[src/rtl/mem_port_arbiter_pkg.sv]
// Shared types for the two-requester memory port arbiter: arbiter state,
// one-entry pending slot, and the memory-side request/response bundles.
package mem_port_arbiter_pkg;

  localparam int ARB_XLEN = 32;
  localparam int ARB_STRB = ARB_XLEN / 8;

  typedef enum logic [1:0] {
    IDLE   = 2'd0,
    BUSY_I = 2'd1,
    BUSY_D = 2'd2
  } arb_state_e;

  typedef struct packed {
    logic                valid;
    logic                instr;
    logic [ARB_XLEN-1:0] addr;
    logic [ARB_XLEN-1:0] wdata;
    logic [ARB_STRB-1:0] wstrb;
  } slot_t;

  localparam slot_t SLOT_INIT = '0;

  typedef struct packed {
    logic                valid;
    logic                instr;
    logic [ARB_XLEN-1:0] addr;
    logic [ARB_XLEN-1:0] wdata;
    logic [ARB_STRB-1:0] wstrb;
  } mem_req_t;

  typedef struct packed {
    logic                ready;
    logic [ARB_XLEN-1:0] rdata;
  } mem_rsp_t;

endpackage

[src/rtl/mem_port_slot.sv]
// One-entry pending request register: captures a valid pulse, clears on grant.
module mem_port_slot
  import mem_port_arbiter_pkg::*;
(
  input  logic  clk,
  input  logic  rst,
  input  logic  cap,
  input  logic  clr,
  input  slot_t cap_slot,
  output slot_t slot_q
);

  slot_t slot_d;

  // A grant in the capture cycle means the request was bypassed straight out.
  always_comb begin
    slot_d = slot_q;
    if (clr)      slot_d = SLOT_INIT;
    else if (cap) slot_d = cap_slot;
  end

  always_ff @(posedge clk or negedge rst) begin
    if (!rst) slot_q <= SLOT_INIT;
    else      slot_q <= slot_d;
  end

endmodule

[src/rtl/mem_port_arbiter.sv]
// Shares one memory port between instruction and data requesters; one
// transaction in flight, round-robin on contention, one pending slot per port.
module mem_port_arbiter
  import mem_port_arbiter_pkg::*;
#(
  parameter int XLEN       = ARB_XLEN,
  parameter bit DATA_FIRST = 1'b1
) (
  input  logic              rst,
  input  logic              clk,
  input  logic              imem_valid,
  input  logic [XLEN-1:0]   imem_addr,
  output logic [XLEN-1:0]   imem_rdata,
  output logic              imem_ready,
  input  logic              dmem_valid,
  input  logic              dmem_instr,
  input  logic [XLEN-1:0]   dmem_addr,
  input  logic [XLEN-1:0]   dmem_wdata,
  input  logic [XLEN/8-1:0] dmem_wstrb,
  output logic [XLEN-1:0]   dmem_rdata,
  output logic              dmem_ready,
  output logic              mem_valid,
  output logic              mem_instr,
  output logic [XLEN-1:0]   mem_addr,
  output logic [XLEN-1:0]   mem_wdata,
  output logic [XLEN/8-1:0] mem_wstrb,
  input  logic [XLEN-1:0]   mem_rdata,
  input  logic              mem_ready
);

  // Slot and bundle structs are sized by ARB_XLEN; XLEN must match it.
  slot_t      ibyp, dbyp, icand, dcand, islot_q, dslot_q;
  mem_rsp_t   mem_rsp;
  mem_req_t   req_q, req_d;
  arb_state_e state_q, state_d;
  logic       last_d_q, last_d_d;
  logic       arb_en, grant_i, grant_d;

  assign mem_rsp = '{ready: mem_ready, rdata: mem_rdata};

  // Candidate per port: the pending slot if full, else this cycle's pulse.
  always_comb begin
    ibyp       = SLOT_INIT;
    ibyp.valid = imem_valid;
    ibyp.instr = 1'b1;
    ibyp.addr  = imem_addr;
    dbyp       = '{valid: dmem_valid, instr: dmem_instr, addr: dmem_addr,
                   wdata: dmem_wdata, wstrb: dmem_wstrb};
    icand      = islot_q.valid ? islot_q : ibyp;
    dcand      = dslot_q.valid ? dslot_q : dbyp;
  end

  always_comb begin
    state_d   = state_q;
    last_d_d  = last_d_q;
    req_d     = req_q;
    req_d.valid = 1'b0;
    grant_i   = 1'b0;
    grant_d   = 1'b0;
    arb_en    = (state_q == IDLE) || mem_rsp.ready;

    if (state_q != IDLE && mem_rsp.ready) state_d = IDLE;

    if (arb_en) begin
      if (icand.valid && dcand.valid) begin
        grant_d = !last_d_q;
        grant_i = last_d_q;
      end else begin
        grant_i = icand.valid;
        grant_d = dcand.valid;
      end
    end

    if (grant_i) begin
      state_d  = BUSY_I;
      last_d_d = 1'b0;
      req_d    = '{valid: 1'b1, instr: icand.instr, addr: icand.addr,
                   wdata: icand.wdata, wstrb: icand.wstrb};
    end else if (grant_d) begin
      state_d  = BUSY_D;
      last_d_d = 1'b1;
      req_d    = '{valid: 1'b1, instr: dcand.instr, addr: dcand.addr,
                   wdata: dcand.wdata, wstrb: dcand.wstrb};
    end
  end

  always_ff @(posedge clk or negedge rst) begin
    if (!rst) begin
      state_q  <= IDLE;
      last_d_q <= !DATA_FIRST;
      req_q    <= '0;
    end else begin
      state_q  <= state_d;
      last_d_q <= last_d_d;
      req_q    <= req_d;
    end
  end

  mem_port_slot u_islot (
    .clk      (clk),
    .rst      (rst),
    .cap      (imem_valid),
    .clr      (grant_i),
    .cap_slot (ibyp),
    .slot_q   (islot_q)
  );

  mem_port_slot u_dslot (
    .clk      (clk),
    .rst      (rst),
    .cap      (dmem_valid),
    .clr      (grant_d),
    .cap_slot (dbyp),
    .slot_q   (dslot_q)
  );

  assign mem_valid  = req_q.valid;
  assign mem_instr  = req_q.instr;
  assign mem_addr   = req_q.addr;
  assign mem_wdata  = req_q.wdata;
  assign mem_wstrb  = req_q.wstrb;

  assign imem_ready = mem_rsp.ready && (state_q == BUSY_I);
  assign dmem_ready = mem_rsp.ready && (state_q == BUSY_D);
  assign imem_rdata = (state_q == BUSY_I) ? mem_rsp.rdata : '0;
  assign dmem_rdata = (state_q == BUSY_D) ? mem_rsp.rdata : '0;

endmodule

[config.mk]
export PLATFORM = sky130hd
export DESIGN_NAME = mem_port_arbiter
export DESIGN_NICKNAME = d
export VERILOG_FILES = /design/src/rtl/mem_port_arbiter_pkg.sv /design/src/rtl/mem_port_slot.sv /design/src/rtl/mem_port_arbiter.sv
export SDC_FILE = /design/constraint.sdc
export NUM_CORES = 1
export LEC_CHECK = 0
export CAP_MARGIN = 10
export CORE_MARGIN = 5
export CORE_UTILIZATION = 35
export CTS_CLUSTER_DIAMETER = 200
export CTS_CLUSTER_SIZE = 30
export DETAILED_ROUTE_END_ITERATION = 12
export PLACE_DENSITY = 0.72
export SYNTH_ARGS = -nofsm -noshare
export SYNTH_HDL_FRONTEND = slang
export SYNTH_SLANG_ARGS = --single-unit
[constraint.sdc]
create_clock -name clk -period 3.21 [get_ports clk]
set_input_delay 0.963 -clock clk [delete_from_list [all_inputs] [get_ports clk]]
set_output_delay 0.963 -clock clk [all_outputs]
set_load 0.02 [all_outputs]
### Word-level counts from Yosys, hierarchy flattened

Index checks and enable logic that the tools add are counted.

* muxes and demuxes: 19
* equal/unequal tests: 2
* reductions and logical operators: 12

Operator list (number)
* 70-bit two-way mux: 8
* 32-bit two-way mux: 2
* 2-bit nonzero test: 4
* 1-bit two-way mux: 6
* 2-bit two-way mux: 3
* 1-bit logical AND: 4
* 3-bit nonzero test: 1
* 2-bit by 1-bit == test with 1-bit output (second input constant): 1
* 2-bit == test (second input constant): 1
* 2-bit zero test: 1
* 1-bit zero test: 1
* 1-bit logical OR: 1

* output and inout port bits: 136
* input port bits: 138
* logic and storage cells: 50
* bits in registers: 213

### Logic depth before layout (Yosys ltp)

* depth after elaboration: 6
* gate-level depth with buffers: 6
* mapped depth without buffers: 3

### Cells and area by module

A second synthesis with hierarchy kept.

* cells, all modules: 986
* area total of the unflattened synthesis: 10685.2 µm²

By module, submodules not included
* mem_port_slot: area each 2862.7 µm², times used 2, cells each 226, seq. area each 1751.7 µm²
* mem_port_arbiter: area each 4959.8 µm², times used 1, cells each 534, seq. area each 1826.8 µm²

### Worst setup path before layout

Ideal clock, no wire load.

* path type: input to output
* start point: input mem_rdata[0]
* end point: output dmem_rdata[0]
* setup slack: 1.074 ns
* stages on the path: 1
* arrival time: 1.173 ns
* cell sequence: and2_1

* cells in the longest elaborated chain, start to end: 1

RTL lines
* start: declaration: line mem_port_arbiter.sv:27 `input logic [XLEN-1:0] mem_rdata,`
* 32-bit two-way mux: line mem_port_arbiter.sv:126 `assign dmem_rdata = (state_q == BUSY_D) ? mem_rsp.rdata : '0;`
* end: declaration: line mem_port_arbiter.sv:20 `output logic [XLEN-1:0] dmem_rdata,`

No other way between the ends.

### Final worst setup path

* start point: input mem_rdata[10]
* end point: output dmem_rdata[10]

Same word-level chain as after synthesis.

==> key figures <==
Floorplanning
  • Core Region: 0.0244 mm²
  • Chip Height: 167 µm
  • I/O pin total: 274
  • Initial Util: 35.5%
  • Rows: 57
  • Die Area: 0.0280 mm²
  • Die outline width: 167 µm

Synthesis
  • Synth warn: 0
  • Seq cells post-synth: 176
  • Most frequent cell after synthesis: dfrtp_1
  • Yosys cell types: 27
  • Mapped cell area: 0.00867 mm²
  • Dominant cell type by area after synthesis: dfrtp_1
  • Mean Syn Cell Area: 10.4 µm²
  • Main area contributors after synthesis: dfrtp_1, mux2i_1, and2_1, nand2_1, a221o_1
  • Post-Syn Nets: 975
  • Async set or reset register ratio after synthesis: 100%
  • Top-area cell type share of the netlist area: 50.8%
  • Number of flops mapped to enable cells by yosys: 0
  • Synth cell count leaders: dfrtp_1, mux2i_1, nand2_1
  • Main flop type after synthesis: dfrtp_1
  • Synth Instances: 837
  • Seq/Total Area, Yosys: 50.8%

Global route
  • Vias in the first global route: 7191
  • First-pass GRT wire length: 40700 µm
  • GR Util All Layers: 17.9%
  • Largest net degree at the start of global routing: 66
  • Initial antenna violation count: 0
  • Total gr overflow: 0

Power and ir drop
  • Switching power total: 4.09 mW
  • Power Total: 10.4 mW
  • Reg power frac: 34.0%
  • Lkg Pwr: 5.27 nW
  • Power Density: 847 mW/mm²
  • Combinational share of power: 47.5%
  • Peak supply drop: 0.477 mV
  • Net Sw Frac: 39.5%
  • Int Power: 6.28 mW
  • Clock Power Share: 18.5%

Setup path
  • Maximum fanout along the worst path: 2
  • RR Startpoint: u_dslot.slot_q[69]
  • Reg2reg path depth: 4
  • CP required: 2250 ps
  • Worst setup path category: input port to output port
  • Crit path capture type: output port
  • Nature of the critical path startpoint: input port
  • R2r setup slk: 1060 ps
  • RR Endpoint: mem_addr[1]
  • Arrival time worst endpoint: 2210 ps

Drt
  • DR WL/cell: 18.0 µm
  • DRT antenna net count: 0
  • DRT Wirelength: 25500 µm
  • Number of remaining DRC errors: 0
  • Vias per Instance: 5.02
  • Starting DRT DRC Count: 534
  • Vias: 7134
  • Detailed Routing Iterations Pass 1: 5

Run
  • Max-cap violations: 0

Hold path
  • Hold_sp: mem_wstrb[0]
  • Hold path cells: 1
  • Hold Path Sink: mem_wstrb[0]
  • Worst Hold Class: flop to flop

Final layout
  • Area growth, synth to finish: 41.2%
  • Ant. Diodes: 0
  • Multi-input logic area: 0.00388 mm²
  • # nets final: 1221
  • Final Core Density: 50.2%
  • Layout cells sized above 1: 6.48%
  • Layout fillers: 2241
  • Area occupied by registers: 0.00441 mm²

STA
  • Relative slew margins: 47.8%
  • Pins Over Slew Limit: 0
  • Maximum clock rate: 315 MHz
  • RSZ-0062 raised after global routing: false
  • Worst slew pin tran: 783 ps
  • Setup Viol. Count Final: 0
  • Post-route clock period utilization: 99.0%
  • Fin. Hold Viols: 0
  • Setup Skew: 12.8 ps
  • TNS Setup: 0 ps
  • Min cycle time layout: 3180 ps
  • Fin Hold WS: 493 ps

Place
  • Number of port buffers: 273
  • Hpwl dp: 17600 µm
  • RD Place Congestion: 0.789

Clock network
  • Worst skew pair latency: 420 ps
  • Root Buffer: clkbuf_16
  • Clock slew at reported path FFs: 70 ps
  • H-Tree Level Count: 4
  • # clock sinks: 176
  • Deepest clock path buffer count: 2
  • CTS tree: built
  • CTS Buf Count: 17

Run status
  • Status: complete, no violations
[layout make-up]
cell class,count,share of cell area [%]
sequential,176,36.0
multi-input combinational,584,31.7
timing repair buffer,302,24.6
clock buffer,20,3.65
tap,324,3.31
clock inverter,12,0.685
inverter,2,0.0613
[cell usage in the layout, fill, tap and decap left out, types with 2 or more instances in the layout]
cell type / synthesis / final
clkdlybuf4s50_1: 0 / 268
dfrtp_1: 176 / 174
mux2i_1: 105 / 105
nand2_1: 96 / 96
nor2_1: 75 / 74
and2_1: 66 / 66
o2bb2ai_1: 36 / 36
a221o_1: 33 / 33
o21ai_0: 32 / 32
nand3b_1: 32 / 32
a211oi_1: 32 / 32
nand2b_1: 32 / 32
a21oi_1: 32 / 32
buf_4: 1 / 25
clkbuf_16: 0 / 17
clkinv_2: 0 / 5
buf_12: 0 / 5
inv_6: 0 / 4
a21o_1: 4 / 3
nor2b_1: 2 / 2
o21ba_2: 1 / 2
inv_1: 2 / 2
nor3_4: 1 / 2
clkinvlp_4: 0 / 2
clkbuf_1: 26 / 2
dlymetal6s2s_1: 0 / 2
[metal layers]
| metal | vias up | share of wire, % | track usage, % | routed length, µm |
|---|---|---|---|---|
| li1 | 3445 | - | - | - |
| met1 | 3471 | 47 | 25.3 | 12000 |
| met2 | 204 | 46 | 27.5 | 11800 |
| met3 | 14 | 6.2 | 5.09 | 1590 |
| met4 | 0 | 0.76 | 3.60 | 194 |
| met5 | - | 0 | 0 | 0 |
[power groups by stage]
stage | registers [mW] | clock network, mW | logic, mW
6_report | 3.53 | 1.91 | 4.92
2_1_floorplan | 3.78 | 0 | 2.66
5_1_grt | 3.64 | 2.06 | 5.31
4_1_cts | 3.53 | 1.97 | 5.00
3_5_place_dp | 3.55 | 0 | 4.99
3_3_place_gp | 3.54 | 0 | 4.91
[kinds of logic (layout without fill, tap and decap cells)]
family / after synthesis / after routing / synth area share [%]
AO/OA/AOI/OAI: 172 / 172 / 14.6
buffers and inverters: 77 / 336 / 4.62
flip-flops: 176 / 176 / 50.8
multiplexers: 106 / 106 / 12.3
AND/OR/NAND/NOR: 306 / 306 / 17.8
[worst max-delay path, cell delays in order]
cell and delay [ps]:
clkdlybuf4s50_1 510, and2_1 140, clkdlybuf4s50_1 600
[worst max path at each step]
stage,from,to,slack [ps],cells past startpoint
3_5_place_dp,mem_ready,dmem_ready,10,3
2_1_floorplan,mem_rdata[0],dmem_rdata[0],1070,1
3_3_place_gp,mem_rdata[0],dmem_rdata[0],20,3
5_1_grt,mem_rdata[0],dmem_rdata[0],0.6,3
6_report,mem_rdata[10],dmem_rdata[10],30,3
4_1_cts,mem_ready,dmem_ready,10,3
[registers in the layout, indices dropped and copies added, names as in the netlist]
name	cells
u_dslot.slot_q	70
last_d_q	1
mem_wdata	32
mem_valid	1
mem_instr	1
u_islot.slot_q	33
mem_wstrb	4
mem_addr	32
state_q	2
[repair_timing]
| action | CTS | global route |
|---|---|---|
| gates resized for setup | 0 | 2 |
| buffers inserted | 0 | 0 |
| hold buffers | 0 | 0 |
| endpoints found under the setup margin | 0 | 2 |
[metrics by stage]
step / instance area (µm²) / cells / setup WS [ps]
3_5_place_dp: 11700 / 1388 / 14.9
3_3_place_gp: 11700 / 1388 / 24.1
2_1_floorplan: 8670 / 837 / 1070
6_report: 12200 / 1420 / 32.8
5_1_grt: 12200 / 1420 / 0.587
4_1_cts: 12200 / 1420 / 14.9
No activity file was read; power rests on OpenSTA's default activity.
